<file path="config.mk">
export PLATFORM = sky130hd
export DESIGN_NAME = mp_add_sequencer
export DESIGN_NICKNAME = d
export VERILOG_FILES = /design/src/rtl/mp_add_pkg.sv /design/src/rtl/add_core_w.sv /design/src/rtl/mp_add_sequencer.sv
export SDC_FILE = /design/constraint.sdc
export NUM_CORES = 1
export LEC_CHECK = 0
export CORE_MARGIN = 4
export CORE_UTILIZATION = 38
export CTS_BUF_LIST = sky130_fd_sc_hd__clkbuf_8 sky130_fd_sc_hd__clkbuf_16
export CTS_CLUSTER_SIZE = 10
export DETAILED_ROUTE_END_ITERATION = 12
export GPL_TIMING_DRIVEN = 0
export HOLD_SLACK_MARGIN = 0.02
export MAX_ROUTING_LAYER = met4
export PLACE_DENSITY_LB_ADDON = 0.25
export SKIP_CTS_REPAIR_TIMING = 1
export SYNTH_ARGS = -nofsm -noshare
export SYNTH_HDL_FRONTEND = slang
export SYNTH_SLANG_ARGS = --single-unit
</file>
<file path="constraint.sdc">
create_clock -name clk -period 3.8 [get_ports clk]
set_input_delay 0.76 -clock clk [delete_from_list [all_inputs] [get_ports clk]]
set_output_delay 0.76 -clock clk [all_outputs]
set_load 0.1 [all_outputs]
</file>
<file path="src/rtl/mp_add_pkg.sv">
// Shared types and default sizing for the multi-precision add/subtract sequencer.
package mp_add_pkg;

  typedef enum logic [1:0] {
    IDLE  = 2'd0,
    RUN   = 2'd1,
    DRAIN = 2'd2
  } state_t;

  localparam int unsigned DEF_W     = 64;
  localparam int unsigned DEF_WORDS = 4;

endpackage

</file>
<file path="src/rtl/add_core_w.sv">
// Combinational W-bit adder with carry in/out; the single datapath reused for every word.
module add_core_w #(
  parameter int unsigned W = 64
) (
  input  logic [W-1:0] a,
  input  logic [W-1:0] b,
  input  logic         cin,
  output logic [W-1:0] s,
  output logic         cout
);

  logic [W:0] sum;

  always_comb begin
    sum  = {1'b0, a} + {1'b0, b} + {{W{1'b0}}, cin};
    s    = sum[W-1:0];
    cout = sum[W];
  end

endmodule

</file>
<file path="src/rtl/mp_add_sequencer.sv">
// Streams WORDS operand pairs LS-word first through one add_core_w, chaining carry/borrow,
// and presents each result word through a one-entry output register.
module mp_add_sequencer
  import mp_add_pkg::*;
#(
  parameter int unsigned W     = DEF_W,
  parameter int unsigned WORDS = DEF_WORDS
) (
  input  logic         clk,
  input  logic         rst,
  input  logic         start,
  input  logic         sub,
  output logic         busy,
  input  logic         in_valid,
  output logic         in_ready,
  input  logic [W-1:0] a_word,
  input  logic [W-1:0] b_word,
  output logic         out_valid,
  input  logic         out_ready,
  output logic [W-1:0] out_word,
  output logic         out_last,
  output logic         c_out
);

  localparam int unsigned CW = (WORDS > 1) ? $clog2(WORDS) : 1;
  localparam logic [CW-1:0] LAST_IDX = CW'(WORDS - 1);

  state_t        state;
  logic [CW-1:0] cnt;
  logic          carry;
  logic          sub_q;

  logic [W-1:0]  b_eff;
  logic [W-1:0]  sum;
  logic          cout;
  logic          accept;
  logic          is_last;

  // Subtract is A + ~B + 1: the +1 comes from carry being seeded with sub at start.
  always_comb begin
    b_eff    = b_word ^ {W{sub_q}};
    in_ready = (state == RUN) && (!out_valid || out_ready);
    accept   = in_valid && in_ready;
    is_last  = (cnt == LAST_IDX);
  end

  add_core_w #(.W(W)) u_core (
    .a    (a_word),
    .b    (b_eff),
    .cin  (carry),
    .s    (sum),
    .cout (cout)
  );

  always_ff @(posedge clk or posedge rst) begin
    if (rst) begin
      state     <= IDLE;
      cnt       <= '0;
      carry     <= 1'b0;
      sub_q     <= 1'b0;
      busy      <= 1'b0;
      out_valid <= 1'b0;
      out_word  <= '0;
      out_last  <= 1'b0;
      c_out     <= 1'b0;
    end else begin
      case (state)
        IDLE: begin
          if (start) begin
            sub_q <= sub;
            carry <= sub;
            cnt   <= '0;
            busy  <= 1'b1;
            state <= RUN;
          end
        end
        RUN: begin
          if (accept) begin
            out_word  <= sum;
            out_valid <= 1'b1;
            out_last  <= is_last;
            c_out     <= is_last ? cout : 1'b0;
            carry     <= cout;
            if (is_last) begin
              cnt   <= '0;
              state <= DRAIN;
            end else begin
              cnt <= cnt + 1'b1;
            end
          end else if (out_valid && out_ready) begin
            out_valid <= 1'b0;
          end
        end
        DRAIN: begin
          if (out_valid && out_ready) begin
            out_valid <= 1'b0;
            out_last  <= 1'b0;
            busy      <= 1'b0;
            state     <= IDLE;
          end
        end
        default: state <= IDLE;
      endcase
    end
  end

endmodule

</file>
# == Word-level counts from Yosys, hierarchy flattened ==
# Cells that the tools add are included.
# word_totals
out_inout_bits,69
wordCells,56
register_bits,74
inputBits,134
# classes
bitwise_logic,1
muxes,21
n_eq_ne,7
add_sub_neg,3
n_reduce_logical,15
# ops
cell,count
adder 64 x 64 -> 65 bit,1
adder 65 x 1 -> 65 bit,1
bitwise XOR 64 bit,1
two-way mux 2 bit,7
AND reduction 3 bit,3
two-way mux 1 bit,8
"inequality test 2 bit, second input constant",4
case mux 1 bit (2 select lines),4
case mux 2 bit (3 select lines),1
nonzero test 2 bit,3
"equality test 2 bit, second input constant",2
case mux 2 bit (2 select lines),1
AND reduction 2 bit,2
AND reduction 4 bit,1
logical AND 1 bit,3
"adder 2 x 1 -> 2 bit, second input constant",1
"equality test 2 x 1 -> 1 bit, second input constant",1
zero test 2 bit,1
zero test 1 bit,1
logical OR 1 bit,1

# == Depth between registers and ports, before layout ==
# depth
depth_word,6
ltp_mapped,14
mapped_depth_nobuf,13

# == By module ==
# A second synthesis with hierarchy kept.
# hier_totals
cells_unflattened,953
hier_area_um2,7320.8
# by_module_without_submodules
module,seq_area_each_um2,area_per_inst_um2,instances,cells_each
add_core_w,0.0,3696.0,1,545
mp_add_sequencer,1851.8,3624.7,1,408

# == Worst setup path after synthesis ==
# OpenSTA, ideal clock, no wires.
# synth_path
path_kind,register -> register
from,register out_valid
to,register cnt[0]
setup_ps,125
path_stages_with_launch,6
path_slack_ps,-785
arrival_ps,4460
synth_period_minus_slack_ps,4585
required_time_ps,3675
path_buffers,1
cell_sequence,dfrtp_1 > a21boi_0 > nand2_1 > clkbuf_1 > a211oi_1 > mux2_2
# synth_between
elab_chain_cells,6
# synth_lines
element,line,text
from (decl),mp_add_sequencer.sv:18,"output logic out_valid,"
from (signal assigned),mp_add_sequencer.sv:62,out_valid <= 1'b0;
from (signal assigned),mp_add_sequencer.sv:80,out_valid <= 1'b1;
from (signal assigned),mp_add_sequencer.sv:91,out_valid <= 1'b0;
zero test 1 bit,mp_add_sequencer.sv:42,in_ready = (state == RUN) && (!out_valid || out_ready);
logical OR 1 bit,mp_add_sequencer.sv:42,
logical AND 1 bit,mp_add_sequencer.sv:42,
net in_ready,mp_add_sequencer.sv:15,"output logic in_ready,"
logical AND 1 bit,mp_add_sequencer.sv:43,accept = in_valid && in_ready;
inequality test 2 bit (no line),-,
AND reduction 3 bit (no line),-,
to (signal assigned),mp_add_sequencer.sv:88,cnt <= cnt + 1'b1;
to (decl),mp_add_sequencer.sv:29,logic [CW-1:0] cnt;
# The timed path passes the listed nets, and every way through them passes these cells.
# A chain may end at the register's enable or synchronous reset.

# == Final worst setup path ==
# layout_path
from,input port b_word[9]
to,register out_word[62]
# layout_between
elab_chain_cells,3
# layout_lines
element,line,text
from (decl),mp_add_sequencer.sv:17,"input logic [W-1:0] b_word,"
bitwise XOR 64 bit,mp_add_sequencer.sv:41,b_eff = b_word ^ {W{sub_q}};
adder 64 x 64 -> 65 bit,add_core_w.sv:15,"sum = {1'b0, a} + {1'b0, b} + {{W{1'b0}}, cin};"
adder 65 x 1 -> 65 bit,add_core_w.sv:15,
to (signal assigned),mp_add_sequencer.sv:79,out_word <= sum;
to (decl),mp_add_sequencer.sv:20,"output logic [W-1:0] out_word,"
# No other way between the ends.

==> results.md <==
- Post-route insts no fill: 1400
- Max clock buf depth: 2
- Synth area leader: dfrtp_1
- Die W: roughly 150 um
- Post-synth top area share: 0.253
- Fmax: 274 MHz
- Pre-Repair DR Iteration Count: 5
- Setup crit start kind: primary input
- Core area: between 0.015 and 0.02 mm2
- Number of DRC markers in iteration 0: 442
- Post-synth EDFFs: 0
- Fin nets: between 1k and 1.5k
- H-tree depth: 3
- DIE AREA: 0.0216 mm2
- Worst hold stages: 2
- Synth Net Count: 1119
- First-pass GRT wire length: 37900 um
- Post-route ant nets: 0
- Final worst-path cycle share: 0.960
- Min-delay src: out_word[45]
- Slew HR: 0.308
- Final wirelength: 24000 um
- Synthesized area per cell: 8.00 um2
- Port Buffers: 202
- Critical path required time: approximately 4.0 ns
- Largest fanout on the critical path: 9
- Hold worst-path end: out_word[45]
- Register area share after synthesis: 0.253
- Vias/cell: 5.30
- Vias in the first global route: just over 7k
- ANT cells: 0
- Synth-to-Final Area Change: 38.9%
- Pins Over Slew Limit: 0
- HPWL Detailed: 19200 um
- Clock period minus worst slack: between 3 and 4 ns
- CTS root buf: clkbuf_16
- Final setup viols: 0
- Final Hold Fails: 0
- Grt ovf: 0
- Syn Inst Count: between 900 and 1k
- Synthesized area: 0.00733 mm2
- Asr flop ratio synth: 1.00
- Critical path endpoint category: flop
- Filler cells: 1805
- Worst Max-Slew Pin Slew: between 1 and 1.5 ns
- Seq cells post-synth: 74
- GP Congestion: 0.906
- DRC Markers: 0
- Total of max-cap violations: 0
- Class of the worst hold path: reg -> reg
- WL/cell: 17.1 um
- IO Pins: about 200
- Status: completed
- Initial Util: 0.389
- CTS Buf Count: 9
- Reg2reg start: sub_q
- Std cell rows: 50
- Clk_lat worst skew: 0.34 ns
- Fin util: 0.541
- Clock sink count: 74
- Largest net degree at the start of global routing: 53
- Total track usage: 0.222
- Share of layout cells above drive strength 1: 0.0719
- Placed cell count: ~1.4k
- Worst Skew: 0.00803 ns
- Vias: around 7.4k
- Most used DFF post-synth: dfrtp_1
- Initial antenna violation count: 0
- Reg2reg end: out_word[59]
- Clock slew at reported path FFs: 0.07 ns
- Setup CP Type: in -> reg
- CTS tree: done
- Dominant cells by area after synthesis: dfrtp_1 25%, ha_1 11%, xor2_1 10%
- Netlist cell types: 68
- R2R depth: 14
- Syn. warnings: 0
- Die Y: 147 um
- Reg2reg setup slack: 0.16 ns
- CP Data Arrival Time: 3.88 ns
==> metrics by stage <==
stage	hold WS [ns]	worst slack, ns	area, um2	setup TNS (ns)
floorplan	0.486	0.0635	7330	0
global placement	0.462	-0.942	9680	-51.08
detailed placement	0.469	-1.00	9710	-29.73
CTS	0.482	-1.01	9990	-30.99
global route	0.500	-0.0267	10200	-0.0571
finish	0.475	0.151	10200	0
==> layout make-up <==
class,instances,area (um2),area share
Tap cell,260,325,0.0320
Multi-Input combinational cell,763,5250,0.516
Timing Repair Buffer,209,2100,0.206
Sequential cell,74,1850,0.182
Clock inverter,6,60.1,0.00590
Buffer,49,251,0.0247
Inverter,30,115,0.0113
Clock buffer,9,225,0.0221
==> cell families after synthesis <==
logic type / Yosys count / synth area share
compound gates: 308 / 0.267
simple gates: 263 / 0.166
xor+xnor: 118 / 0.141
buf+inv: 79 / 0.0466
flops: 74 / 0.253
fa+ha+maj: 69 / 0.120
mux: 5 / 0.00734
==> Yosys cell counts (all sizes together), types with 2 or more instances <==
library cell and number:
o21bai 11, and2 4, o31ai 9, a221o 2
a21o 29, a31oi 12, nor2 40, nor3 14
nand4 26, o2111ai 3, clkbuf 27, and3 5
a21boi 8, mux2 3, xor2 86, dfrtp 74
nor4 3, fa 2, nand2 129, nand2b 6
o211ai 10, or2 4, nand3 17, inv 30
o21a 13, o21ai 104, mux2i 2, a22o 2
a211oi 7, buf 22, a21oi 84, ha 67
xnor2 32, or4 2, nor2b 6, and3b 2
or3 2, o2111a 3
==> sequential cells by signal (all words and copies together), names as in the netlist <==
name / count
cnt: 2
c_out: 1
out_last: 1
carry: 1
state: 2
out_valid: 1
sub_q: 1
out_word: 64
busy: 1
==> metal layers <==
metal / GRT usage / wire [um] / vias to the layer above
li1: - / - / 3712
met1: 0.309 / 11600 / 3460
met2: 0.333 / 10600 / 222
met3: 0.0543 / 1500 / 20
met4: 0.0395 / 243 / 0
met5: - / 0 / -
==> placed cells by master (no fill, tap or decap), types with 7 or more instances in the layout <==
master,n
clkdlybuf4s50_1,201
nand2_1,127
xor2_1,86
o21ai_0,83
a21oi_1,76
dfrtp_1,74
ha_1,67
nor2_1,40
xnor2_1,31
inv_1,30
a21o_1,29
nand4_1,26
clkbuf_1,25
nand3_1,17
o21ai_1,17
nor3_1,13
o21a_1,13
buf_4,11
o21bai_1,11
buf_2,10
o211ai_1,9
clkbuf_16,9
a31oi_1,8
o31ai_1,7
==> how the worst max path moves through the flow <==
| stage | end | cells after the start | slack (ns) | start |
|---|---|---|---|---|
| 2_1_floorplan | cnt[0] | 5 | 0.06 | out_valid |
| 3_3_place_gp | out_word[61] | 13 | -0.94 | sub_q |
| 3_5_place_dp | out_word[61] | 13 | -1.00 | sub_q |
| 4_1_cts | out_word[61] | 13 | -1.01 | sub_q |
| 5_1_grt | out_word[63] | 14 | -0.03 | sub_q |
| 6_report | out_word[62] | 13 | 0.15 | b_word[9] |
==> critical path, cell delays in order <==
cell and delay, ns:
clkdlybuf4s50_1 0.48, xor2_1 0.15, ha_1 0.24, buf_2 0.19, a21oi_2 0.22, o21ai_1 0.12, a31oi_2 0.26, a21oi_4 0.12
o31ai_4 0.28, a41oi_4 0.22, a211oi_4 0.42, o21ai_1 0.12, a221o_1 0.30
Power is left out: the tool's default activity adds up to more than one toggle a clock period on the data nets, which glitch-free logic cannot reach.
